[src/rtl/ksm_busarb_if.sv]
// Bus bundle for the two-master Wishbone arbiter: both master ports, the shared
// slave side and the arbiter status outputs.
interface ksm_busarb_if #(
    parameter int AW = 16,
    parameter int DW = 16
);
    logic          m0_cyc_i, m0_stb_i, m0_we_i;
    logic [1:0]    m0_sel_i;
    logic [AW-1:0] m0_adr_i;
    logic [DW-1:0] m0_dat_i;
    logic [DW-1:0] m0_dat_o;
    logic          m0_ack_o, m0_err_o, m0_gnt_o;

    logic          m1_cyc_i, m1_stb_i, m1_we_i;
    logic [1:0]    m1_sel_i;
    logic [AW-1:0] m1_adr_i;
    logic [DW-1:0] m1_dat_i;
    logic [DW-1:0] m1_dat_o;
    logic          m1_ack_o, m1_err_o, m1_gnt_o;

    logic          s_cyc_o, s_stb_o, s_we_o;
    logic [1:0]    s_sel_o;
    logic [AW-1:0] s_adr_o;
    logic [DW-1:0] s_dat_o;
    logic [DW-1:0] s_dat_i;
    logic          s_ack_i;

    logic          owner_o, tmo_o;

    // Arbiter's view of the bundle.
    modport slave (
        input  m0_cyc_i, m0_stb_i, m0_we_i, m0_sel_i, m0_adr_i, m0_dat_i,
        output m0_dat_o, m0_ack_o, m0_err_o, m0_gnt_o,
        input  m1_cyc_i, m1_stb_i, m1_we_i, m1_sel_i, m1_adr_i, m1_dat_i,
        output m1_dat_o, m1_ack_o, m1_err_o, m1_gnt_o,
        output s_cyc_o, s_stb_o, s_we_o, s_sel_o, s_adr_o, s_dat_o,
        input  s_dat_i, s_ack_i,
        output owner_o, tmo_o
    );

    // Environment's view: masters and slave fabric around the arbiter.
    modport master (
        output m0_cyc_i, m0_stb_i, m0_we_i, m0_sel_i, m0_adr_i, m0_dat_i,
        input  m0_dat_o, m0_ack_o, m0_err_o, m0_gnt_o,
        output m1_cyc_i, m1_stb_i, m1_we_i, m1_sel_i, m1_adr_i, m1_dat_i,
        input  m1_dat_o, m1_ack_o, m1_err_o, m1_gnt_o,
        input  s_cyc_o, s_stb_o, s_we_o, s_sel_o, s_adr_o, s_dat_o,
        output s_dat_i, s_ack_i,
        input  owner_o, tmo_o
    );
endinterface

[src/rtl/ksm_busarb.sv]
// Two-master Wishbone arbiter with bus parking, cycle-boundary round-robin and a
// transfer watchdog that turns a missing slave ack into an error strobe.
module ksm_busarb #(
    parameter int AW   = 16,
    parameter int DW   = 16,
    parameter int TMO  = 64,
    parameter int PARK = 0
) (
    input  logic         wb_clk_i,
    input  logic         wb_rst_n_i,
    ksm_busarb_if.slave  bus
);
    localparam int TW = $clog2(TMO) + 1;
    localparam logic [TW-1:0] TC = TW'(TMO - 1);

    typedef enum logic {OWN_M0 = 1'b0, OWN_M1 = 1'b1} own_t;
    localparam own_t PARK_ST = (PARK != 0) ? OWN_M1 : OWN_M0;

    own_t          own, own_n;
    logic          abort, abort_n;
    logic [TW-1:0] tcnt, tcnt_n;
    logic          sel1, own_cyc, oth_cyc;
    logic [AW-1:0] adr_mux;
    logic [DW-1:0] dat_mux;

    always_ff @(posedge wb_clk_i or negedge wb_rst_n_i) begin
        if (!wb_rst_n_i) begin
            own   <= PARK_ST;
            abort <= 1'b0;
            tcnt  <= '0;
        end else begin
            own   <= own_n;
            abort <= abort_n;
            tcnt  <= tcnt_n;
        end
    end

    // Ownership only moves at cycle boundaries; an active owner is never preempted.
    always_comb begin
        own_n   = own;
        abort_n = 1'b0;
        tcnt_n  = '0;
        own_cyc = (own == OWN_M1) ? bus.m1_cyc_i : bus.m0_cyc_i;
        oth_cyc = (own == OWN_M1) ? bus.m0_cyc_i : bus.m1_cyc_i;
        if (own_cyc)
            own_n = own;
        else if (oth_cyc)
            own_n = (own == OWN_M0) ? OWN_M1 : OWN_M0;
        else
            own_n = PARK_ST;
        // An ack on the terminal-count clock wins over the timeout.
        if (bus.s_stb_o && !bus.s_ack_i) begin
            if (tcnt == TC)
                abort_n = 1'b1;
            else
                tcnt_n = tcnt + 1'b1;
        end
    end

    always_comb begin
        sel1    = (own == OWN_M1);
        adr_mux = sel1 ? bus.m1_adr_i : bus.m0_adr_i;
        dat_mux = sel1 ? bus.m1_dat_i : bus.m0_dat_i;

        bus.s_cyc_o = sel1 ? bus.m1_cyc_i : bus.m0_cyc_i;
        bus.s_stb_o = (sel1 ? bus.m1_stb_i : bus.m0_stb_i) & ~abort;
        bus.s_we_o  = sel1 ? bus.m1_we_i  : bus.m0_we_i;
        bus.s_sel_o = sel1 ? bus.m1_sel_i : bus.m0_sel_i;
        bus.s_adr_o = adr_mux;
        bus.s_dat_o = dat_mux;

        bus.m0_ack_o = bus.s_ack_i & ~sel1 & bus.m0_stb_i;
        bus.m1_ack_o = bus.s_ack_i &  sel1 & bus.m1_stb_i;
        bus.m0_dat_o = sel1 ? '0 : bus.s_dat_i;
        bus.m1_dat_o = sel1 ? bus.s_dat_i : '0;
        bus.m0_err_o = abort & ~sel1;
        bus.m1_err_o = abort &  sel1;
        bus.m0_gnt_o = ~sel1;
        bus.m1_gnt_o = sel1;
        bus.owner_o  = sel1;
        bus.tmo_o    = abort;
    end
endmodule

[src/flat_wrapper.sv]
// flat-port wrapper written by rule: the top's interface ports become plain ports
module ksm_busarb_flat 
#(
    parameter int AW   = 16,
    parameter int DW   = 16,
    parameter int TMO  = 64,
    parameter int PARK = 0
)
  (wb_clk_i, wb_rst_n_i, bus_m0_cyc_i, bus_m0_stb_i, bus_m0_we_i, bus_m0_sel_i, bus_m0_adr_i, bus_m0_dat_i, bus_m0_dat_o, bus_m0_ack_o, bus_m0_err_o, bus_m0_gnt_o, bus_m1_cyc_i, bus_m1_stb_i, bus_m1_we_i, bus_m1_sel_i, bus_m1_adr_i, bus_m1_dat_i, bus_m1_dat_o, bus_m1_ack_o, bus_m1_err_o, bus_m1_gnt_o, bus_s_cyc_o, bus_s_stb_o, bus_s_we_o, bus_s_sel_o, bus_s_adr_o, bus_s_dat_o, bus_s_dat_i, bus_s_ack_i, bus_owner_o, bus_tmo_o);
  ksm_busarb_if #(.AW(AW), .DW(DW)) bus_i ();
  input  logic wb_clk_i;
  input  logic wb_rst_n_i;
  input wire logic [$bits(bus_i.m0_cyc_i)-1:0] bus_m0_cyc_i;
  input wire logic [$bits(bus_i.m0_stb_i)-1:0] bus_m0_stb_i;
  input wire logic [$bits(bus_i.m0_we_i)-1:0] bus_m0_we_i;
  input wire logic [$bits(bus_i.m0_sel_i)-1:0] bus_m0_sel_i;
  input wire logic [$bits(bus_i.m0_adr_i)-1:0] bus_m0_adr_i;
  input wire logic [$bits(bus_i.m0_dat_i)-1:0] bus_m0_dat_i;
  output wire logic [$bits(bus_i.m0_dat_o)-1:0] bus_m0_dat_o;
  output wire logic [$bits(bus_i.m0_ack_o)-1:0] bus_m0_ack_o;
  output wire logic [$bits(bus_i.m0_err_o)-1:0] bus_m0_err_o;
  output wire logic [$bits(bus_i.m0_gnt_o)-1:0] bus_m0_gnt_o;
  input wire logic [$bits(bus_i.m1_cyc_i)-1:0] bus_m1_cyc_i;
  input wire logic [$bits(bus_i.m1_stb_i)-1:0] bus_m1_stb_i;
  input wire logic [$bits(bus_i.m1_we_i)-1:0] bus_m1_we_i;
  input wire logic [$bits(bus_i.m1_sel_i)-1:0] bus_m1_sel_i;
  input wire logic [$bits(bus_i.m1_adr_i)-1:0] bus_m1_adr_i;
  input wire logic [$bits(bus_i.m1_dat_i)-1:0] bus_m1_dat_i;
  output wire logic [$bits(bus_i.m1_dat_o)-1:0] bus_m1_dat_o;
  output wire logic [$bits(bus_i.m1_ack_o)-1:0] bus_m1_ack_o;
  output wire logic [$bits(bus_i.m1_err_o)-1:0] bus_m1_err_o;
  output wire logic [$bits(bus_i.m1_gnt_o)-1:0] bus_m1_gnt_o;
  output wire logic [$bits(bus_i.s_cyc_o)-1:0] bus_s_cyc_o;
  output wire logic [$bits(bus_i.s_stb_o)-1:0] bus_s_stb_o;
  output wire logic [$bits(bus_i.s_we_o)-1:0] bus_s_we_o;
  output wire logic [$bits(bus_i.s_sel_o)-1:0] bus_s_sel_o;
  output wire logic [$bits(bus_i.s_adr_o)-1:0] bus_s_adr_o;
  output wire logic [$bits(bus_i.s_dat_o)-1:0] bus_s_dat_o;
  input wire logic [$bits(bus_i.s_dat_i)-1:0] bus_s_dat_i;
  input wire logic [$bits(bus_i.s_ack_i)-1:0] bus_s_ack_i;
  output wire logic [$bits(bus_i.owner_o)-1:0] bus_owner_o;
  output wire logic [$bits(bus_i.tmo_o)-1:0] bus_tmo_o;
  assign bus_i.m0_cyc_i = bus_m0_cyc_i;
  assign bus_i.m0_stb_i = bus_m0_stb_i;
  assign bus_i.m0_we_i = bus_m0_we_i;
  assign bus_i.m0_sel_i = bus_m0_sel_i;
  assign bus_i.m0_adr_i = bus_m0_adr_i;
  assign bus_i.m0_dat_i = bus_m0_dat_i;
  assign bus_m0_dat_o = bus_i.m0_dat_o;
  assign bus_m0_ack_o = bus_i.m0_ack_o;
  assign bus_m0_err_o = bus_i.m0_err_o;
  assign bus_m0_gnt_o = bus_i.m0_gnt_o;
  assign bus_i.m1_cyc_i = bus_m1_cyc_i;
  assign bus_i.m1_stb_i = bus_m1_stb_i;
  assign bus_i.m1_we_i = bus_m1_we_i;
  assign bus_i.m1_sel_i = bus_m1_sel_i;
  assign bus_i.m1_adr_i = bus_m1_adr_i;
  assign bus_i.m1_dat_i = bus_m1_dat_i;
  assign bus_m1_dat_o = bus_i.m1_dat_o;
  assign bus_m1_ack_o = bus_i.m1_ack_o;
  assign bus_m1_err_o = bus_i.m1_err_o;
  assign bus_m1_gnt_o = bus_i.m1_gnt_o;
  assign bus_s_cyc_o = bus_i.s_cyc_o;
  assign bus_s_stb_o = bus_i.s_stb_o;
  assign bus_s_we_o = bus_i.s_we_o;
  assign bus_s_sel_o = bus_i.s_sel_o;
  assign bus_s_adr_o = bus_i.s_adr_o;
  assign bus_s_dat_o = bus_i.s_dat_o;
  assign bus_i.s_dat_i = bus_s_dat_i;
  assign bus_i.s_ack_i = bus_s_ack_i;
  assign bus_owner_o = bus_i.owner_o;
  assign bus_tmo_o = bus_i.tmo_o;
  ksm_busarb #(.AW(AW), .DW(DW), .TMO(TMO), .PARK(PARK)) u_core (.wb_clk_i(wb_clk_i), .wb_rst_n_i(wb_rst_n_i), .bus(bus_i));
endmodule
[config.mk]
export PLATFORM = sky130hd
export DESIGN_NAME = ksm_busarb_flat
export DESIGN_NICKNAME = d
export VERILOG_FILES = /design/src/rtl/ksm_busarb_if.sv /design/src/rtl/ksm_busarb.sv /design/src/flat_wrapper.sv
export SDC_FILE = /design/constraint.sdc
export NUM_CORES = 1
export LEC_CHECK = 0
export BUFFER_PORTS_ARGS = -buffer_cell sky130_fd_sc_hd__buf_2
export CAP_MARGIN = 20
export CORE_AREA = 2 2 67 69
export CTS_CLUSTER_SIZE = 30
export DETAILED_ROUTE_END_ITERATION = 10
export DIE_AREA = 0 0 69 71
export GPL_TIMING_DRIVEN = 0
export PLACE_DENSITY = 0.73
export SYNTH_ARGS = -nofsm -noshare
export SYNTH_HDL_FRONTEND = slang
export SYNTH_SLANG_ARGS = --single-unit
[constraint.sdc]
create_clock -name wb_clk_i -period 1.6 [get_ports wb_clk_i]
set_clock_uncertainty 0.05 [all_clocks]
set_input_delay 0.16 -clock wb_clk_i [delete_from_list [all_inputs] [get_ports wb_clk_i]]
set_output_delay 0.16 -clock wb_clk_i [all_outputs]
set_load 0.05 [all_outputs]
==> metrics.csv, run 1 <==
metric;value;unit
Net Sw Power;0.825;mW
ANT cells;0;
Die Y;71;µm
first-pass GRT wire length;7.98;mm
Final WS setup;-56.0;ps
clock network power share;15.1;%
HPWL Detailed;4.19;mm
minimum clock period;1660;ps
Total Routing Usage GR;20.3;%
power per cell area;647;nW/µm²
final WL;5.48;mm
Mapped Nets;212;
most frequent cell after synthesis;mux2_2;
Netlist cell types;21;
most common library cells after synthesis;35 x mux2_2, 18 x and2_1, 18 x nor2b_1;
Area contributors post-synth;mux2_2 36%, dfrtp_1 21%, and2_1 10%;
crit share post-route;104;%
Primary FF master, synth;dfrtp_1;
share of cells above drive strength 1;87.0;%
Worst Hold Depth;2;
Seq/Total Area, Yosys;20.7;%
Switching Fraction;47.6;%
worst path cell trace;buf_12 -> clkbuf_16 -> mux2_4 -> buf_8;
nets@finish;388;
CP Max Fanout;10;
Post-DRT Antenna Nets;0;
insertion delay to the later sink of the worst-skew pair;230;ps
CP max stage delay;420;ps
RSZ-0062 raised after global routing;true;
CTS tree;done;
initial core utilization;25.9;%
r2r worst-path depth;5;
class of the worst hold path;primary input to flip-flop;
die area;4900;µm²
Seq pwr share;13.7;%
Logic pwr share;71.1;%
leakage;1.46;nW
relative slew slack;75.7;%
MaxCap Viol Count;0;
Critical Path AT;1450;ps
Final TNS setup;-911;ps
Residual DRC;0;
GRT Residual Overflow;0;
Worst-Margin Slew;363;ps
failing checks;setup timing;
Max Root-Sink Buffers;2;
CTS Root Cell;clkbuf_8;
dpl ws;-101;ps
Detailed Route Iter0 Violations;24;
Peak VDD IR;0.417;mV
most area-hungry cell type in the Yosys netlist;mux2_2;
Die Wd;69;µm
Final GP Congestion;0.747;
post-synth top area share;36.2;%
vias per inst;4.46;
Cell Rows;24;
P&R area growth vs syn;146;%
CTS buffer count;3;
vias in the first global route;1622;
I/O Buffers;169;
synthesis-stage register bit count;9;
worst hold slack;106;ps
# fillers;351;
Mapped Cells;118;
Worst-path clk slew;40;ps
CP Class;flip-flop to output port;
pin count of the biggest net entering global routing;11;
Mapped Area;1090;µm²
Hold Vio Cnt, Final;0;
Crit path required time;1390;ps
Synth warnings;0;
CP startpoint kind;flip-flop;
Async SR Flop Fraction;100;%
number of flops mapped to enable cells by yosys;0;
wire length per cell;15.9;µm
Avg Cell Area, Syn;9.24;µm²
initial antenna violation count;0;
status;finished, violations left;
Max Freq;604;MHz
DR pass1 iterations;4;
TritonCTS Sinks;9;
final slew viol count;0;
slowest library cell on the worst path;dfrtp_2;
Cell Int Power;0.909;mW
vias;1539;
CTS HTree Levels;1;
CORE AREA;4200;µm²
Top Ports;170;
endpoints failing setup;36;
CP endpoint kind;output port;
## metal layers
metal | GRT usage, % | vias up | share of wire (%)
met2 | 38.0 | 92 | 54
met4 | 6.32 | 0 | 1.1
met5 | 0 | - | 0
li1 | - | 747 | -
met3 | 8.12 | 6 | 11
met1 | 20.6 | 694 | 34
## worst max-delay path, delay by kind of cell (launching register included)
kind / cells / cell delay, ps
flip-flops: 1 / 420
buffers and inverters: 3 / 470
multiplexers: 1 / 310
## cells in the final DEF (no fill, tap or decap), drive strengths merged
| master | n |
|---|---|
| xnor2 | 1 |
| buf | 167 |
| and2 | 18 |
| nor2b | 18 |
| dlygate4sd3 | 1 |
| clkbuf | 17 |
| nor3b | 1 |
| a211oi | 1 |
| and3 | 2 |
| ha | 1 |
| mux2 | 35 |
| nand3 | 2 |
| nor2 | 3 |
| clkinvlp | 1 |
| mux2i | 1 |
| o21ai | 2 |
| or3 | 2 |
| nand2 | 5 |
| dfrtp | 9 |
| xor2 | 2 |
| nor3 | 4 |
## metrics by stage
| stage | instance area [µm²] | cells | power (mW) | utilization (%) |
|---|---|---|---|---|
| after floorplan | 1290 | 118 | 1.01 | - |
| after global placement | 2210 | 339 | 1.27 | 52.5 |
| after detailed placement | 2210 | 339 | 1.28 | 52.5 |
| after CTS | 2620 | 345 | 1.71 | 62.4 |
| after global routing | 2680 | 345 | 1.80 | 63.7 |
| final | 2680 | 345 | 1.73 | 63.7 |
## what timing repair did
action | 4_1_cts | 5_1_grt
setup buffers | 1 | 0
hold buffers | 1 | 0
hold endpoints to repair | 9 | 0
setup endpoints to repair | 71 | 65
gates resized for setup | 111 | 20
## worst paths after layout
kind | to | startpoint | slack [ps]
hold / removal | u_core.bus.m1_gnt_o | bus_m1_cyc_i | 110
setup / recovery | bus_s_adr_o[14] | u_core.bus.m1_gnt_o | -60
setup reg to reg | u_core.tcnt[5] | u_core.bus.m1_gnt_o | 70
max in group asynchronous | u_core.bus.m1_gnt_o | wb_rst_n_i | 1050
min in group asynchronous | u_core.tcnt[0] | wb_rst_n_i | 260
hold reg to reg | u_core.tcnt[0] | u_core.tcnt[0] | 440
## flip-flops by register name, indices dropped and copies added, names as in the netlist
signal,cells
u_core.tcnt,7
u_core.bus.tmo_o,1
u_core.bus.m1_gnt_o,1
## cell families (layout without fill, tap and decap cells)
| logic type | count (synthesis) | in the layout | share of synthesized area, % |
|---|---|---|---|
| adders and majority gates | 1 | 1 | 1.15 |
| AOI/OAI and AO/OA | 3 | 3 | 2.07 |
| buffers and inverters | 11 | 186 | 5.17 |
| xor gates and xnor gates | 3 | 3 | 2.41 |
| DFF | 9 | 9 | 20.7 |
| muxes | 36 | 36 | 37.1 |
| and+or+nand+nor | 55 | 55 | 31.5 |
## power by group through the flow
stage	Sequential, mW	Clock, mW	Combinational [mW]
2_1_floorplan	0.247	0	0.766
3_3_place_gp	0.241	0	1.03
3_5_place_dp	0.241	0	1.04
4_1_cts	0.238	0.268	1.21
5_1_grt	0.239	0.280	1.28
6_report	0.238	0.263	1.23
## layout make-up
class	instances	area (µm²)	share of cell area, %
Multi-Input combinational cell	98	1010	37.6
Clock buffer	4	45.0	1.68
Sequential cell	9	226	8.45
Buffer	10	144	5.37
Inverter	1	7.51	0.280
Tap cell	52	65.1	2.43
Timing Repair Buffer	171	1180	44.2
Power figures use the tool's default switching activity.
==> run 2, diff against run 1 <==
ABC_AREA = 1   (was not set)
CORE_AREA = not set   (was 2 2 67 69)
CORE_MARGIN = 2   (was not set)
CORE_UTILIZATION = 27   (was not set)
DIE_AREA = not set   (was 0 0 69 71)
PLACE_DENSITY = 0.77   (was 0.73)
clock period = 1.5 ns   (was 1.6 ns; I/O delays follow)
==> run 2 against run 1 <==
The flow still finishes with violations (setup timing). Via count rose by 37%. Flip-flop and latch count stayed put. Synthesized area increased by 6.8%. Worst setup slack got worse by 31 ps. Sequential power grew 6%. Count of clock-buffer cells in the layout down 1. Cell area grew 12%. Sequential share of layout area shrank 0.88 points. Non-clock buffer count rose by 9. Register-to-register slack improved by 180 ps. Critical endpoint is now bus_m0_dat_o[10]. Highest routed layer unchanged.
==> metrics.csv, run 2 <==
metric;value;unit;change
status;finished, violations left;;
failing checks;setup timing;;
Detailed Route Iter0 Violations;63;;+160%
Cell Rows;23;;-4.2%
CORE AREA;4090;µm²;-2.8%
most area-hungry cell type in the Yosys netlist;nand2_1;;
vias per inst;4.50;;+0.85%
endpoints failing setup;46;;+28%
nets@finish;514;;+32%
Crit path required time;1300;ps;-90 ps
CTS Root Cell;clkbuf_8;;
Critical Path AT;1390;ps;-60 ps
crit share post-route;106;%;
initial core utilization;28.5;%;+2.6 points
final WL;6.50;mm;+19%
Synth warnings;0;;unchanged
relative slew slack;83.3;%;+7.6 points
worst path cell trace;buf_4 -> buf_12 -> buf_12 -> nor2_4 -> buf_8;;
Reg with most FFs;u_core.tcnt;;
HPWL Detailed;4.28;mm;+2.1%
class of the worst hold path;primary input to flip-flop;;
RSZ-0062 raised after global routing;true;;
Top Ports;170;;unchanged
max reg flops;7;;unchanged
Netlist cell types;17;;-19%
number of flops mapped to enable cells by yosys;0;;unchanged
Final WS setup;-86.8;ps;-30.7 ps
CP Max Fanout;11;;+1
minimum clock period;1590;ps;
Die Wd;69.7;µm;+0.94%
I/O Buffers;169;;unchanged
CP delay by family, top;buffers and inverters;;
Overall Power;2.04;mW;+18%
fin util;73.2;%;+9.5 points
commonest cells after routing, fill and taps aside;100 x buf_2, 94 x nand2_1, 37 x nand2_2;;
Area contributors post-synth;nand2_1 43%, dfrtp_1 19%, inv_1 12%;;
Peak VDD IR;0.773;mV;+85%
Max Root-Sink Buffers;2;;unchanged
Mapped Cells;238;;+100%
Mapped Nets;332;;+57%
Final TNS setup;-2060;ps;-1150 ps
Primary FF master, synth;dfrtp_1;;
Async SR Flop Fraction;100;%;unchanged
cell mode on critical path;buf_12;;
CP max stage delay;400;ps;-20 ps
Max Freq;630;MHz;
CTS tree;done;;
CTS HTree Levels;1;;unchanged
CP Class;flip-flop to output port;;
first-pass GRT wire length;9.61;mm;+20%
CP startpoint kind;flip-flop;;
insertion delay to the later sink of the worst-skew pair;240;ps;about the same
CP endpoint kind;output port;;
most common cell after layout, fill and taps aside;buf_2;;
TritonCTS Sinks;9;;unchanged
vias;2110;;+37%
Total Routing Usage GR;24.6;%;+4.3 points
Post-DRT Antenna Nets;0;;unchanged
pin count of the biggest net entering global routing;11;;unchanged
Seq/Total Area, Yosys;19.4;%;-1.3 points
share of cells above drive strength 1;61.8;%;-25 points
initial antenna violation count;0;;unchanged
Worst Path Buf+Inv;4;;+1
fin cells;469;;+36%
GRT Residual Overflow;0;;unchanged
ANT cells;0;;unchanged
DR pass1 iterations;5;;+1
Final GP Congestion;0.824;;+10%
final slew viol count;0;;unchanged
slowest library cell on the worst path;dfrtp_2;;
Hold Vio Cnt, Final;0;;unchanged
die area;4850;µm²;-0.98%
Die Y;69.7;µm;-1.9%
most common library cells after synthesis;132 x nand2_1, 38 x inv_1, 29 x nor2_1;;
post-synth top area share;42.6;%;+6.4 points
Avg Cell Area, Syn;4.89;µm²;-47%
wire length per cell;13.9;µm;-13%
MaxCap Viol Count;0;;unchanged
synthesis-stage register bit count;9;;unchanged
DP Cell Count;457;;+35%
power per cell area;682;nW/µm²;+5.4%
P&R area growth vs syn;157;%;
Worst-Margin Slew;252;ps;-111 ps
Mapped Area;1160;µm²;+6.8%
Residual DRC;0;;unchanged
most frequent cell after synthesis;nand2_1;;
CTS buffer count;3;;unchanged
Worst-path clk slew;50;ps;about the same
leakage;1.83;nW;+25%
vias in the first global route;2039;;+26%
## run 2: cell types whose count changed after synthesis, sizes merged, moves of 4 or more
cell,change
nand2,+129
inv,+39
mux2,-35
nor2,+27
and2,-18
nor2b,-18
buf,+7
clkbuf,-4
nor3,-4
## run 2: layer usage
metal  vias up  wire (µm)  global-route usage [%]
met5         -          0                       0
met4         0        245                    12.2
met3        26        513                    4.94
met2       124       3540                    47.3
met1       922       2200                    24.8
li1       1038          -                       -
## run 2: layout make-up
| cell class | instances | area (µm²) |
|---|---|---|
| clock buffer | 3 | 41.3 |
| inverter | 40 | 161 |
| tap | 50 | 62.6 |
| multi-input combinational | 176 | 956 |
| fill | 303 | 1090 |
| buffer | 12 | 126 |
| timing repair buffer | 178 | 1410 |
| sequential | 9 | 226 |
| clock inverter | 1 | 5.00 |
## run 2: path summary, 6_finish.rpt
kind | startpoint | endpoint | slack (ps) | cells past startpoint
max in group asynchronous | wb_rst_n_i | u_core.bus.m1_gnt_o | 980 | 2
min | bus_m0_cyc_i | u_core.bus.m1_gnt_o | 80 | 2
min in group asynchronous | wb_rst_n_i | u_core.tcnt[1] | 230 | 2
max reg2reg | u_core.tcnt[0] | u_core.tcnt[5] | 250 | 6
max | u_core.bus.m1_gnt_o | bus_m0_dat_o[10] | -90 | 5
min reg2reg | u_core.tcnt[0] | u_core.tcnt[0] | 400 | 1
## run 2: worst reg2reg max path: cells and delay by family (launching register included)
kind            cells  cell delay, ps
buf+inv             1              40
flops               1             390
fa+ha+maj           1             240
simple gates        3             350
compound gates      1             110
## run 2: per-stage QoR
stage | setup slack (ps) | hold slack (ps) | instance area [µm²]
CTS | -57.9 | 51.3 | 2810
finish | -86.8 | 83.5 | 2990
global route | -116 | 99.5 | 2990
global placement | -33.9 | -42.0 | 2260
detailed placement | -30.9 | -36.1 | 2260
floorplan | -84.0 | -196 | 1350
## run 2: power breakdown
group	leakage [nW]	switching [mW]	internal, mW
logic	1.68	0.936	0.560
clock network	0.0255	0.112	0.182
registers	0.122	0.00346	0.249
total	1.83	1.05	0.991
## run 2: timing repair
item	CTS	global route
gates cloned	2	1
setup buffers	3	2
resized for setup	145	42
hold endpoints to repair	9	0
hold buffers	1	0
pin swaps	8	8
setup endpoints to repair	72	60
## run 2: logic make-up after synthesis
family | count (synthesis) | share of synthesized area [%]
AOI/OAI and AO/OA | 4 | 1.72
adders and majority gates | 1 | 1.08
DFF | 9 | 19.4
buffers and inverters | 53 | 19.9
and+or+nand+nor | 168 | 55.7
xor gates and xnor gates | 3 | 2.26
